**config.mk**
```make
export PLATFORM = sky130hd
export DESIGN_NAME = data_mem_arbiter
export DESIGN_NICKNAME = d
export VERILOG_FILES = /design/src/rtl/data_mem_arbiter.sv
export SDC_FILE = /design/constraint.sdc
export NUM_CORES = 1
export LEC_CHECK = 0
export CORE_MARGIN = 4
export CORE_UTILIZATION = 40
export DETAILED_ROUTE_END_ITERATION = 10
export GPL_ROUTABILITY_DRIVEN = 0
export GPL_TIMING_DRIVEN = 0
export PLACE_DENSITY = 0.87
export SYNTH_ARGS = -nofsm -noshare
export SYNTH_HDL_FRONTEND = slang
export SYNTH_SLANG_ARGS = --single-unit
```
**constraint.sdc**
```tcl
create_clock -name clk_i -period 15.3 [get_ports clk_i]
set_input_delay 1.53 -clock clk_i [delete_from_list [all_inputs] [get_ports clk_i]]
set_output_delay 1.53 -clock clk_i [all_outputs]
set_load 0.02 [all_outputs]
```
**src/rtl/data_mem_arbiter.sv**
```systemverilog
// Two-port round-robin arbiter and access sequencer for the data memory.
// Port 0 is the core MEM stage, port 1 the secondary master (DMA/debug).
// One transaction at a time: IDLE (grant) -> ACCESS (one memory cycle) ->
// RESP (one-cycle response pulse to the owner). Misaligned or reserved-size
// requests skip ACCESS and answer with an error straight from IDLE.
module data_mem_arbiter #(
  parameter int ADDR_WIDTH = 32
) (
  input  logic                  clk_i,
  input  logic                  rst_ni,
  input  logic                  p0_req_valid_i,
  output logic                  p0_req_ready_o,
  input  logic                  p0_write_en_i,
  input  logic [1:0]            p0_mem_type_i,
  input  logic                  p0_mem_sign_i,
  input  logic [ADDR_WIDTH-1:0] p0_addr_i,
  input  logic [ADDR_WIDTH-1:0] p0_write_data_i,
  output logic                  p0_rsp_valid_o,
  output logic [ADDR_WIDTH-1:0] p0_rsp_data_o,
  output logic                  p0_rsp_err_o,
  input  logic                  p1_req_valid_i,
  output logic                  p1_req_ready_o,
  input  logic                  p1_write_en_i,
  input  logic [1:0]            p1_mem_type_i,
  input  logic                  p1_mem_sign_i,
  input  logic [ADDR_WIDTH-1:0] p1_addr_i,
  input  logic [ADDR_WIDTH-1:0] p1_write_data_i,
  output logic                  p1_rsp_valid_o,
  output logic [ADDR_WIDTH-1:0] p1_rsp_data_o,
  output logic                  p1_rsp_err_o,
  output logic                  mem_write_en_o,
  output logic [1:0]            mem_type_o,
  output logic                  mem_sign_o,
  output logic [ADDR_WIDTH-1:0] mem_addr_o,
  output logic [ADDR_WIDTH-1:0] mem_write_data_o,
  input  logic [ADDR_WIDTH-1:0] mem_read_data_i
);

  localparam logic [1:0] S_IDLE   = 2'd0;
  localparam logic [1:0] S_ACCESS = 2'd1;
  localparam logic [1:0] S_RESP   = 2'd2;

  logic [1:0]            state_q, state_d;
  logic                  last_grant_q, last_grant_d;
  logic                  owner_q;
  logic                  we_q, sign_q;
  logic [1:0]            type_q;
  logic [ADDR_WIDTH-1:0] addr_q, wdata_q;
  logic [ADDR_WIDTH-1:0] p0_rsp_data_q, p1_rsp_data_q;
  logic                  p0_rsp_err_q, p1_rsp_err_q;

  logic                  gnt0, gnt1, accept, sel;
  logic                  sel_we, sel_sign, sel_err;
  logic [1:0]            sel_type;
  logic [ADDR_WIDTH-1:0] sel_addr, sel_wdata;

  // Reserved size, or a half/word whose address is not naturally aligned.
  function automatic logic align_err(input logic [1:0] ty, input logic [1:0] a);
    return (ty == 2'b11) || (ty == 2'b01 && a[0]) || (ty == 2'b10 && a != 2'b00);
  endfunction

  // Round-robin grant: a lone requester wins; on a tie the port opposite last_grant wins.
  always_comb begin
    gnt0      = 1'b0;
    gnt1      = 1'b0;
    if (state_q == S_IDLE) begin
      gnt0 = p0_req_valid_i && (!p1_req_valid_i || last_grant_q);
      gnt1 = p1_req_valid_i && (!p0_req_valid_i || !last_grant_q);
    end
    accept    = gnt0 || gnt1;
    sel       = gnt1;
    sel_we    = sel ? p1_write_en_i   : p0_write_en_i;
    sel_type  = sel ? p1_mem_type_i   : p0_mem_type_i;
    sel_sign  = sel ? p1_mem_sign_i   : p0_mem_sign_i;
    sel_addr  = sel ? p1_addr_i       : p0_addr_i;
    sel_wdata = sel ? p1_write_data_i : p0_write_data_i;
    sel_err   = align_err(sel_type, sel_addr[1:0]);
  end

  assign p0_req_ready_o = gnt0;
  assign p1_req_ready_o = gnt1;

  // Next-state logic for the sequencer and the round-robin pointer.
  always_comb begin
    state_d      = state_q;
    last_grant_d = last_grant_q;
    case (state_q)
      S_IDLE: begin
        if (accept) begin
          last_grant_d = sel;
          state_d      = sel_err ? S_RESP : S_ACCESS;
        end
      end
      S_ACCESS: state_d = S_RESP;
      S_RESP:   state_d = S_IDLE;
      default:  state_d = S_IDLE;
    endcase
  end

  // Control state; reset restarts in IDLE with port 0 favoured on the first tie.
  always_ff @(posedge clk_i) begin
    if (!rst_ni) begin
      state_q      <= S_IDLE;
      last_grant_q <= 1'b1;
      owner_q      <= 1'b0;
    end else begin
      state_q      <= state_d;
      last_grant_q <= last_grant_d;
      if (accept) owner_q <= sel;
    end
  end

  // Request latch; only consumed in ACCESS, so it needs no reset.
  always_ff @(posedge clk_i) begin
    if (accept) begin
      we_q    <= sel_we;
      type_q  <= sel_type;
      sign_q  <= sel_sign;
      addr_q  <= sel_addr;
      wdata_q <= sel_wdata;
    end
  end

  // Per-port response registers; they hold between responses.
  always_ff @(posedge clk_i) begin
    if (!rst_ni) begin
      p0_rsp_data_q <= '0;
      p1_rsp_data_q <= '0;
      p0_rsp_err_q  <= 1'b0;
      p1_rsp_err_q  <= 1'b0;
    end else if (accept && sel_err) begin
      if (sel) begin
        p1_rsp_data_q <= '0;
        p1_rsp_err_q  <= 1'b1;
      end else begin
        p0_rsp_data_q <= '0;
        p0_rsp_err_q  <= 1'b1;
      end
    end else if (state_q == S_ACCESS) begin
      if (owner_q) begin
        p1_rsp_data_q <= we_q ? '0 : mem_read_data_i;
        p1_rsp_err_q  <= 1'b0;
      end else begin
        p0_rsp_data_q <= we_q ? '0 : mem_read_data_i;
        p0_rsp_err_q  <= 1'b0;
      end
    end
  end

  assign p0_rsp_valid_o = (state_q == S_RESP) && !owner_q;
  assign p1_rsp_valid_o = (state_q == S_RESP) && owner_q;
  assign p0_rsp_data_o  = p0_rsp_data_q;
  assign p1_rsp_data_o  = p1_rsp_data_q;
  assign p0_rsp_err_o   = p0_rsp_err_q;
  assign p1_rsp_err_o   = p1_rsp_err_q;

  assign mem_write_en_o   = (state_q == S_ACCESS) && we_q;
  assign mem_type_o       = (state_q == S_ACCESS) ? type_q  : 2'b00;
  assign mem_sign_o       = (state_q == S_ACCESS) && sign_q;
  assign mem_addr_o       = (state_q == S_ACCESS) ? addr_q  : '0;
  assign mem_write_data_o = (state_q == S_ACCESS) ? wdata_q : '0;

endmodule

```
# Word-level counts from Yosys, hierarchy flattened
# Index checks and enable logic that the tools add are counted.
# totals
input_bits,172
word_cells,76
ff_bits,138
out_inout_bits,138
# classes
reduce_logical,25
n_eq_ne,9
mux,30
# op_table
operator,count
32-bit two-way mux,13
1-bit two-way mux,12
1-bit logical AND,9
2-bit two-way mux,4
"2-bit equality test, second input constant",3
"2-bit inequality test, second input constant",3
3-bit AND reduction,2
2-bit nonzero test,3
1-bit logical OR,5
"2-bit by 1-bit equality test with 1-bit output, second input constant",2
1-bit zero test,4
2-bit case mux with 2 select lines,1
2-bit zero test,1
"2-bit by 1-bit inequality test with 1-bit output, second input constant",1
2-bit AND reduction,1

# Longest topological paths before layout
# Gate-level depths: netlist of run 1.
# logic_depth
word_depth,12
mapped_depth,8
ltp_nobuf,6

# Least setup slack after synthesis of run 1
# Ideal clock, no wire load.
# synth_path
path_type,input to register
from,in p0_req_valid_i
to,reg state_q[0]
arrival_ps,6782
setup_time_ps,87
t_required_ps,15213
path_stages,3
slack_ps,8430
path_buffers,0
path_cell_list,nor2_1 -> nor3_1 -> and3_1
# synth_via
elab_cells_between_ends,21
classes_between,4 x eq/ne; 7 x mux; 10 x reduce/logical
# synth_rtl
element,line_no,source
"start, declared",11,"input logic p0_req_valid_i,"
1-bit zero test,68,gnt1 = p1_req_valid_i && (!p0_req_valid_i || !last_grant_q);
1-bit logical OR,68,
1-bit logical AND,68,
1-bit two-way mux,66,if (state_q == S_IDLE) begin
1-bit logical OR (*),70,accept = gnt0 || gnt1;
net accept,52,"logic gnt0, gnt1, accept, sel;"
2-bit inequality test (no line) (*),n/a,
"end signal, assigned",107,state_q <= state_d;
"end, declared",43,"logic [1:0] state_q, state_d;"
# The timed path passes the listed nets; every way through them passes the cells marked *. The select of a mux whose other input is x is not followed.
# A chain may end at the register's enable or synchronous reset.

# Worst setup path in the final report of run 1
# layout_path
from,in p1_req_valid_i
to,out p1_req_ready_o
# layout_via
elab_chain_len,2
# layout_lines
element,line_no,source
"start, declared",21,"input logic p1_req_valid_i,"
1-bit logical AND,68,
1-bit two-way mux,66,
"end, declared",22,"output logic p1_req_ready_o,"
# No other way between the ends.

==> results of run 1 <==
## where the power goes
group / internal (mW) / total (mW) / switching [mW]
registers: 0.436 / 0.446 / 0.00973
clock network: 0.226 / 0.390 / 0.164
logic: 0.100 / 0.212 / 0.111
## final timing paths
| kind | start | slack (ns) | endpoint | cells after the start |
|---|---|---|---|---|
| max | p1_req_valid_i | 9.82 | p1_req_ready_o | 7 |
| min | p1_rsp_data_o[31] | 0.46 | p1_rsp_data_o[31] | 1 |
| max reg2reg | state_q[0] | 13.16 | p0_rsp_data_o[11] | 7 |
| min reg2reg | p1_rsp_data_o[31] | 0.46 | p1_rsp_data_o[31] | 1 |
## cells in the final DEF, fill, tap and decap left out, drive strengths merged, types with 11 or more instances in the layout
cell           instances
inv                   11
buf                   16
a32o                  64
nand2                207
clkbuf                54
and2                  69
clkdlybuf4s50        309
dfxtp                 70
edfxtp                68
## per-stage QoR
step	instance area [µm²]	cells	setup slack, ns	total power [mW]	hold slack, ns
2_1_floorplan	5720	555	8.43	0.553	0.488
3_3_place_gp	9030	1044	5.85	0.661	0.445
3_5_place_dp	9100	1050	9.81	0.666	0.454
4_1_cts	9670	1082	9.80	1.06	0.467
5_1_grt	9670	1083	9.75	1.09	0.477
6_report	9670	1083	9.82	1.05	0.463
## Yosys cell counts (all sizes together)
| cell type | count | area [µm²] |
|---|---|---|
| nand2 | 207 | 777 |
| dfxtp | 70 | 1400 |
| and2 | 69 | 432 |
| edfxtp | 68 | 2040 |
| a32o | 64 | 641 |
| clkbuf | 34 | 128 |
| buf | 10 | 73.8 |
| nor2b | 4 | 25.0 |
| nor3 | 4 | 20.0 |
| a21oi | 3 | 15.0 |
| inv | 3 | 11.3 |
| nor2 | 3 | 11.3 |
| a21boi | 2 | 15.0 |
| nand2b | 2 | 12.5 |
| or3b | 2 | 17.5 |
| a21o | 1 | 7.51 |
| a22oi | 1 | 7.51 |
| and2b | 1 | 7.51 |
| and3 | 1 | 6.26 |
| and3b | 1 | 8.76 |
| mux2i | 1 | 10.0 |
| nor3b | 1 | 7.51 |
| o211a | 1 | 10.0 |
| o211ai | 1 | 7.51 |
| o311a | 1 | 21.3 |
## registers in the layout (all words and copies together) (netlist names)
signal and count:
sign_q 1, p0_rsp_err_o 1, type_q 2, last_grant_q 1, addr_q 32, we_q 1, state_q 2, wdata_q 32
p0_rsp_data_o 32, p1_rsp_data_o 32, owner_q 1, p1_rsp_err_o 1
## critical path, stage by stage
cell and delay (ns):
clkdlybuf4s50_1 0.50, or3b_1 0.37, a21o_1 0.18, buf_6 0.14, inv_2 0.16, clkbuf_1 0.37, clkdlybuf4s50_1 0.69
## metal layers
metal  up-vias  routed length [µm]  share of wire  GRT usage
li1       2602                   -              -          -
met1      2536                7100           0.36      0.252
met2       238               10000           0.51      0.423
met3        31                1990           0.10     0.0882
met4         0                 471          0.024     0.0826
met5         -                   0              0          0
## cell type report
class                      count  area (µm²)
timing repair buffer         315        3160
multi-input combinational    370        2060
clock inverter                12         100
sequential                   138        3440
clock buffer                  20         468
fill                        1057        4260
inverter                       3        11.3
tap                          180         225
buffer                        44         201
antenna                        1        2.50
## kinds of logic (layout without fill, tap and decap cells)
family,Yosys count,count (layout),synth area share
and+or+nand+nor,295,295,0.232
DFF,138,138,0.602
AOI/OAI and AO/OA,74,74,0.127
buffers and inverters,47,394,0.0372
muxes,1,1,0.00175
other,0,1,0
==> impl_metrics.ini, run 1 <==
[grt]
grt_pass1_vias = 5378
overflow = 0
grtUsageTotal = 0.235
antenna_found_initial = 1
grt_pass1_wl_mm = 29.3
grt_max_degree = 17

[setup_path]
arrival_ns = 3.95
crit_required_ns = 13.77
criticalPathCategory = primary input to output pin
start_kind = primary input
worst-path-max-fanout = 10
crit_path_end_kind = output pin

[floorplan]
coreArea_um2 = 13900
dieArea_um2 = 16300
pin_count = 310
die_h_um = 128
fp.dieW_um = 128
start_util = 0.410
placementRows = 43

[cells_and_area]
drive_gt1_frac = 0.0543
nNetsFinal = 1061
utilization = 0.694
syn_to_final_growth_pct = 69.2

[logic_synthesis]
seq_area_frac_synth = 0.602
synth-seq-cells = 138
mappedNetlistArea_um2 = 5720
yosys_warnings = 0
syn_avg_cell_area_um2 = 10.3
syn_inst = 555
syn_nets = 727
netlist-cell-type-count = 28

[cts]
clockRootBuffer = clkbuf_16
clk_pin_slew_ns = 0.06
cts.hold.buffers_added = 0
cts_setup_buffers = 0
cts_sinks = 138
cts_resized = 0
clockBufferDepth = 2
clkLatencyLatePin_ns = 0.41
cts_made_buffers = 17
cts_max_level = 4
cts_tree = yes

[sta]
maxSlewHeadroom = 0.583
worstMarginPinSlew_ns = 0.626
slew_viol_final = 0
timing.final.crit_share = 0.358
finalSetupViolCount = 0
grt_setup_unrepaired = no
fin_worst_skew_ns = 0.00821
fmax_mhz = 183
final.setup.tns_ns = 0
finalHoldViolCount = 0
fin_crit_ns = 5.48

[route]
drc = 0
vias = 5407
viasPerCell = 4.99
first_iter_violations = 312
drt_first_pass_iters = 5
drtAntennaViolNets = 0
drt_wl_total_mm = 19.6
wl_per_cell_um = 18.1

[power]
p_leak_nw = 3.80
max-vdd-ir-drop_uv = 85.0
powerDensity_nw_per_um2 = 108

[flow_run]
drv_cap = 0

[hold_path]
min_path_type = flop to flop

[run_status]
status = complete, no violations

[place]
hpwl_mm = 15.0
port_buffers = 309
Power figures use the tool's default switching activity.
==> inputs of run 2 (changes only) <==
--- a/config.mk
+++ b/config.mk
@@ -6,11 +6,11 @@
 export NUM_CORES = 1
 export LEC_CHECK = 0
 export CORE_MARGIN = 4
-export CORE_UTILIZATION = 40
+export CORE_UTILIZATION = 35
 export DETAILED_ROUTE_END_ITERATION = 10
 export GPL_ROUTABILITY_DRIVEN = 0
 export GPL_TIMING_DRIVEN = 0
-export PLACE_DENSITY = 0.87
+export PLACE_DENSITY = 0.81
 export SYNTH_ARGS = -nofsm -noshare
 export SYNTH_HDL_FRONTEND = slang
 export SYNTH_SLANG_ARGS = --single-unit
==> constraint.sdc (replaced) <==
create_clock -name clk_i -period 4.4 [get_ports clk_i]
set_input_delay 0.44 -clock clk_i [delete_from_list [all_inputs] [get_ports clk_i]]
set_output_delay 0.44 -clock clk_i [all_outputs]
set_load 0.02 [all_outputs]
==> run 2 against run 1 <==
Net effect:
- largest cell class unchanged
- non-clock buffer count shrank 2
- flip-flop and latch count is the same
- worst hold slack gained 0.0031 ns
- routed wire length grew 1.3%
- critical endpoint unchanged
- power grew to 3.5 times the previous value
- first-iteration DRC count shrank 19%
- cell count grew 3.0%
- core utilization shrank 8.2 points
- sequential share of layout area shrank 0.34 points
==> impl_metrics.ini, run 2 (synthesis results as in run 1) <==
[run_status]
status = complete, no violations

[grt]
grt_pass1_wl_mm = 28.9
grt_pass1_vias = 5365
antenna_found_initial = 0
overflow = 0
grt_max_degree = 22
grtUsageTotal = 0.205

[floorplan]
fp.dieW_um = 136
start_util = 0.358
dieArea_um2 = 18400
coreArea_um2 = 15900
placementRows = 46
die_h_um = 136
pin_count = 310

[sta]
fin_crit_ns = 3.30
fmax_mhz = 303
slew_viol_final = 0
finalHoldViolCount = 0
maxSlewHeadroom = 0.568
timing.final.crit_share = 0.750
worstMarginPinSlew_ns = 0.646
finalSetupViolCount = 0
fin_worst_skew_ns = 0.00856
grt_setup_unrepaired = no
whs_ns = 0.466

[power]
max-vdd-ir-drop_uv = 239
p_leak_nw = 3.82
powerDensity_nw_per_um2 = 379

[flow_run]
drv_cap = 0

[cts]
clkLatencyLatePin_ns = 0.41
clockRootBuffer = clkbuf_16
cts_tree = yes
cts_max_level = 4
clk_pin_slew_ns = 0.06
cts_sinks = 138
cts_made_buffers = 17
cts_resized = 0
clockBufferDepth = 2
cts_setup_buffers = 0
cts.hold.buffers_added = 0

[cells_and_area]
syn_to_final_growth_pct = 70.9
utilization = 0.613
filler_cell_count = 1332
final_cell_mix = 309 x clkdlybuf4s50_1, 207 x nand2_1, 70 x dfxtp_1
layout_commonest_cell = clkdlybuf4s50_1
regArea_um2 = 3440
final_cells = 1116
multi_input_area_um2 = 2070
n_antenna_cell = 0
drive_gt1_frac = 0.0522
nNetsFinal = 1059

[setup_path]
start_kind = primary input
crit_required_ns = 3.96
arrival_ns = 2.86
crit_path_end_kind = output pin
criticalPathCategory = primary input to output pin
worst-path-max-fanout = 10

[place]
placed_cells = 1084
port_buffers = 309
hpwl_mm = 15.1

[route]
first_iter_violations = 253
vias = 5351
drt_wl_total_mm = 19.8
drc = 0
viasPerCell = 4.79
wl_per_cell_um = 17.8
drtAntennaViolNets = 0
drt_first_pass_iters = 5

[hold_path]
min_path_type = flop to flop
run 2: worst paths after layout:
check | startpoint | end | slack (ns) | cells after the start
setup / recovery | p1_req_valid_i | p1_req_ready_o | 1.10 | 7
hold / removal | p0_rsp_data_o[3] | p0_rsp_data_o[3] | 0.47 | 1
setup reg to reg | state_q[0] | p0_rsp_data_o[10] | 2.19 | 7
hold reg to reg | p0_rsp_data_o[3] | p0_rsp_data_o[3] | 0.47 | 1
run 2: where the power goes:
part	switching (mW)	internal [mW]	total, mW	leakage (nW)
Sequential	0.0356	1.52	1.55	1.24
Combinational	0.393	0.363	0.756	2.29
Clock	0.586	0.804	1.39	0.281
Total	1.01	2.68	3.70	3.82
run 2: final cells by class:
cell class | instances | share of cell area
plain buffers | 44 | 0.0206
clock inverters | 12 | 0.0101
clock buffers | 20 | 0.0491
inverters | 3 | 0.00115
multi-input cells | 370 | 0.212
repair buffers | 313 | 0.327
well taps | 216 | 0.0277
flip-flops and latches | 138 | 0.353
run 2: worst max-delay path, stage by stage:
cell and delay, ns:
clkdlybuf4s50_1 0.49, or3b_1 0.37, a21o_1 0.17, buf_6 0.14
inv_2 0.16, clkbuf_1 0.38, clkdlybuf4s50_1 0.70
run 2: metal layers:
layer / share of wire / vias to the layer above / track usage / routed length, µm
li1: - / 2595 / - / -
met1: 0.38 / 2488 / 0.224 / 7510
met2: 0.49 / 240 / 0.351 / 9710
met3: 0.11 / 28 / 0.0906 / 2180
met4: 0.021 / 0 / 0.0778 / 420
met5: 0 / - / 0 / 0
run 2: metrics by stage:
| stage | worst slack, ns | setup TNS (ns) | power [mW] | cell area, µm² |
|---|---|---|---|---|
| 6_report | 1.10 | 0 | 3.70 | 9770 |
| 4_1_cts | 1.07 | 0 | 3.74 | 9770 |
| 3_5_place_dp | 1.09 | 0 | 2.34 | 9190 |
| 3_3_place_gp | -1.05 | -71.49 | 2.30 | 9080 |
| 5_1_grt | 0.912 | 0 | 3.86 | 9770 |
| 2_1_floorplan | 0.792 | 0 | 1.91 | 5720 |
==> inputs of run 3 (changes only) <==
==> constraint.sdc (replaced) <==
create_clock -name clk_i -period 2.8 [get_ports clk_i]
set_input_delay 0.28 -clock clk_i [delete_from_list [all_inputs] [get_ports clk_i]]
set_output_delay 0.28 -clock clk_i [all_outputs]
set_load 0.02 [all_outputs]
==> run 3 against run 2 <==
Net effect:
- die area unchanged
- largest power group unchanged
- critical path type is now flop to output pin
- first-iteration DRC count is 3.2% lower
- largest cell class unchanged
- core utilization down 0.14 points
==> impl_metrics.ini, run 3 (synthesis results as in run 1) <==
[run_status]
status = complete, no violations

[setup_path]
path_cells = or3b_1 -> a21o_1 -> buf_6 -> clkinv_2 -> clkdlybuf4s50_1
crit_start = state_q[1]
max_stage_delay_ns = 0.66
r2r_end = wdata_q[20]
crit_path_end_kind = output pin
crit_path_top_delay_cell = clkdlybuf4s50_1
arrival_ns = 2.38
start_kind = flop
worst-path-max-fanout = 17
criticalPathCategory = flop to output pin
r2r.worst_path.cells = 8
r2r-start = state_q[1]
regToRegSetupSlack_ns = 0.57
crit_required_ns = 2.52

[cts]
cts_tree = yes
cts_made_buffers = 17
cts_max_level = 4
cts_resized = 5
cts_sinks = 138
clkLatencyLatePin_ns = 0.41
cts_setup_buffers = 0
clockBufferDepth = 2
clockRootBuffer = clkbuf_16
cts.hold.buffers_added = 0
clk_pin_slew_ns = 0.06

[power]
swShare = 0.276
pwr-share-seq = 0.423
internal_power_mw = 4.18
power_mw = 5.77
max-vdd-ir-drop_uv = 507
pwr-share-comb = 0.205
p_leak_nw = 3.82
p_switching_mw = 1.59
clockPowerShare = 0.373
powerDensity_nw_per_um2 = 593

[route]
viasPerCell = 4.80
vias = 5345
wl_per_cell_um = 17.7
drc = 0
drt_first_pass_iters = 6
drtAntennaViolNets = 0
drt_wl_total_mm = 19.7
first_iter_violations = 245

[grt]
grt_pass1_wl_mm = 29.0
antenna_found_initial = 0
grt_max_degree = 22
grtUsageTotal = 0.207
overflow = 0
grt_pass1_vias = 5288

[place]
placed_cells = 1083
dpl_cell_area_um2 = 9170
port_buffers = 309
hpwl_mm = 15.0

[sta]
finalHoldViolCount = 0
slew_viol_final = 0
worstMarginPinSlew_ns = 0.926
final.setup.tns_ns = 0
timing.final.crit_share = 0.950
finalSetupViolCount = 0
fin_worst_skew_ns = 0.00886
fmax_mhz = 376
maxSlewHeadroom = 0.381
grt_setup_unrepaired = no
fin_crit_ns = 2.66

[cells_and_area]
syn_to_final_growth_pct = 70.5
nNetsFinal = 1057
postLayoutCellArea_um2 = 9740
utilization = 0.611
layout_commonest_cell = clkdlybuf4s50_1
final_cells = 1113
filler_cell_count = 1354
drive_gt1_frac = 0.0569
n_antenna_cell = 0
final_cell_mix = 309 x clkdlybuf4s50_1, 207 x nand2_1, 69 x and2_1, 69 x dfxtp_1, 68 x edfxtp_1

[floorplan]
fp.dieW_um = 136
placementRows = 46
start_util = 0.358
coreArea_um2 = 15900
die_h_um = 136
dieArea_um2 = 18400
pin_count = 310

[flow_run]
drv_cap = 0

[hold_path]
min_path_type = flop to flop
hold_depth = 1
min_from = p0_rsp_data_o[29]
hold_path_end = p0_rsp_data_o[29]
run 3: cell count changes in the layout (fill, tap and decap cells not counted), sizes merged:
cell and change:
clkinvlp -1, clkbuf -2, inv +1, buf -1
run 3: routing by layer:
metal	wire (µm)	GRT usage	vias to the layer above
li1	-	-	2586
met3	2290	0.0970	21
met2	9890	0.364	233
met5	0	0	-
met4	238	0.0560	0
met1	7260	0.224	2505
run 3: worst max path at each step:
stage	depth (start not counted)	slack, ns	to
6_report	5	0.14	p1_req_ready_o
5_1_grt	5	0.03	p1_req_ready_o
4_1_cts	5	0.003	p1_req_ready_o
3_5_place_dp	7	-0.24	p1_req_ready_o
3_3_place_gp	5	-0.94	state_q[1]
2_1_floorplan	3	0.31	state_q[1]
run 3: worst max-delay path: cells and delay by family, from the launching register on:
| kind | cells | cell delay (ns) |
|---|---|---|
| compound gates | 1 | 0.18 |
| flops | 1 | 0.36 |
| simple gates | 1 | 0.41 |
| buf+inv | 3 | 1.02 |
run 3: layout make-up:
type	count	area [µm²]	area share
clock inverters	12	98.8	0.0101
flip-flops and latches	138	3440	0.354
inverters	3	12.5	0.00128
repair buffers	312	3180	0.326
clock buffers	19	464	0.0476
well taps	216	270	0.0277
multi-input cells	370	2070	0.213
plain buffers	43	204	0.0209
run 3: through the flow:
step / setup slack [ns] / hold slack (ns)
6_report: 0.141 / 0.465
5_1_grt: 0.0303 / 0.476
4_1_cts: 0.00338 / 0.468
3_5_place_dp: -0.244 / 0.455
3_3_place_gp: -0.940 / 0.445
2_1_floorplan: 0.313 / 0.369
run 3: power by group through the flow:
stage	Sequential (mW)	Combinational, mW	Clock [mW]
2_1_floorplan	2.50	0.509	0
3_3_place_gp	2.49	1.12	0
3_5_place_dp	2.48	1.19	0
4_1_cts	2.44	1.20	2.20
5_1_grt	2.46	1.28	2.28
6_report	2.44	1.18	2.15
==> edit, RTL diff (config.mk and constraints of run 2) <==
The parameter `ADDR_WIDTH` goes from 32 to 28.
--- a/src/rtl/data_mem_arbiter.sv
+++ b/src/rtl/data_mem_arbiter.sv
@@ -5,5 +5,5 @@
 // requests skip ACCESS and answer with an error straight from IDLE.
 module data_mem_arbiter #(
-  parameter int ADDR_WIDTH = 32
+  parameter int ADDR_WIDTH = 28
 ) (
   input  logic                  clk_i,
Ports: changed (9 resized); port bits go from 310 to 274. The function was not compared with the original's and may differ.
==> edit against run 2 <==
  * Worst setup slack got worse by 86 ps
  * First-iteration DRC count fell by 25%
  * Global-route usage fell by 0.85 points
  * Clock skew barely moved
  * Wire length fell by 15%
  * Synthesized area fell by 11%
  * Sequential power fell by 12%
  * Cell area fell by 11%
  * Power fell by 6.8%
  * Sequential cell count fell by 16
  * Largest power group is now the clock network
  * Die area fell by 11%
  * Hold slack got worse by 3.1 ps
  * Fmax fell by 2.5%
==> edit: results (changes against run 2) <==
[finish]
drive_above_1_share = 0.0587  ; +0.00645
nonClkBufAreaFrac = 0.342  ; -0.00510
fillCellCount = 1162  ; -13%
multi_input_area_um2 = 1840  ; -11%
area_growth_pct = 72.2
sh_seq_area = 0.349  ; -0.00332
nNonClkBuffers = 314  ; -12%
clkCellAreaFrac = 0.0704  ; +0.0112
final_nets = 940  ; -11%
stdcell_count = 981  ; -12%
design.seq.count = 122  ; -12%

[global_routing]
grt_use_met1 = 0.229  ; +0.00533
grt_pass1_vias = 4617  ; -14%
grt_util_all_layers = 0.197  ; -0.00847
antenna_found_initial = 1  ; +1
use_met3 = 0.0567  ; -0.0340
grt_pass1_wl_mm = 24.7  ; -14%

[sta]
max_freq_ghz = 0.295  ; -2.5%
finClkSkew_ps = 8.27  ; -0.281 ps
holdWs_ps = 463  ; -3.10 ps
worst_pin_slew_ps = 917  ; +271 ps

[placed_design]
dp_hpwl_mm = 12.6  ; -16%
place_ws_ps = 979  ; -116 ps
io_buffer_count = 273  ; -12%

[setup_path]
reg2regPathDepth = 6  ; -1

[route]
first_iter_violations = 189  ; -25%
drt-pass1-iter-count = 4  ; -1
wl_mm = 16.8  ; -15%
via_per_inst = 4.74  ; -1.2%

[synthesis]
synth.top_cells.by_area = edfxtp_1, dfxtp_1, nand2_1
yosysSeqAreaShare = 0.601  ; -0.00107
synthCells = 493  ; -11%
synth_edf_count = 60  ; -12%
synthTopCellsByCount = nand2_1, dfxtp_1, and2_1

[hold_path]
holdCritStartpoint = p1_rsp_data_o[19]
hold_path_end = p1_rsp_data_o[19]

[power]
p_sw_mw = 0.914  ; -9.9%

[outcome]
status = completed

edit: power groups by stage:
stage	Combinational [mW]	Clock, mW	Sequential [mW]
finish	0.659	1.42	1.37
global route	0.715	1.50	1.38
CTS	0.666	1.44	1.37
detailed placement	0.661	0	1.40
global placement	0.626	0	1.40
floorplan	0.287	0	1.41
edit: cells by family (layout without fill, tap and decap cells):
logic type / after synthesis / count (layout) / synth area share
buf+inv: 41 / 349 / 0.0376
mux: 1 / 1 / 0.00198
flops: 122 / 122 / 0.601
compound gates: 66 / 66 / 0.125
simple gates: 263 / 263 / 0.234
edit: through the flow:
step           setup TNS, ps  total power, mW
2_1_floorplan              0             1.69
3_3_place_gp          -33900             2.03
3_5_place_dp               0             2.06
4_1_cts                    0             3.48
5_1_grt                    0             3.60
6_report                   0             3.45
edit: routing by layer:
layer | share of wire | vias to the layer above
met4 | 0.030 | 2
met1 | 0.41 | 2133
met5 | 0.00078 | -
li1 | - | 2307
met2 | 0.51 | 173
met3 | 0.058 | 34
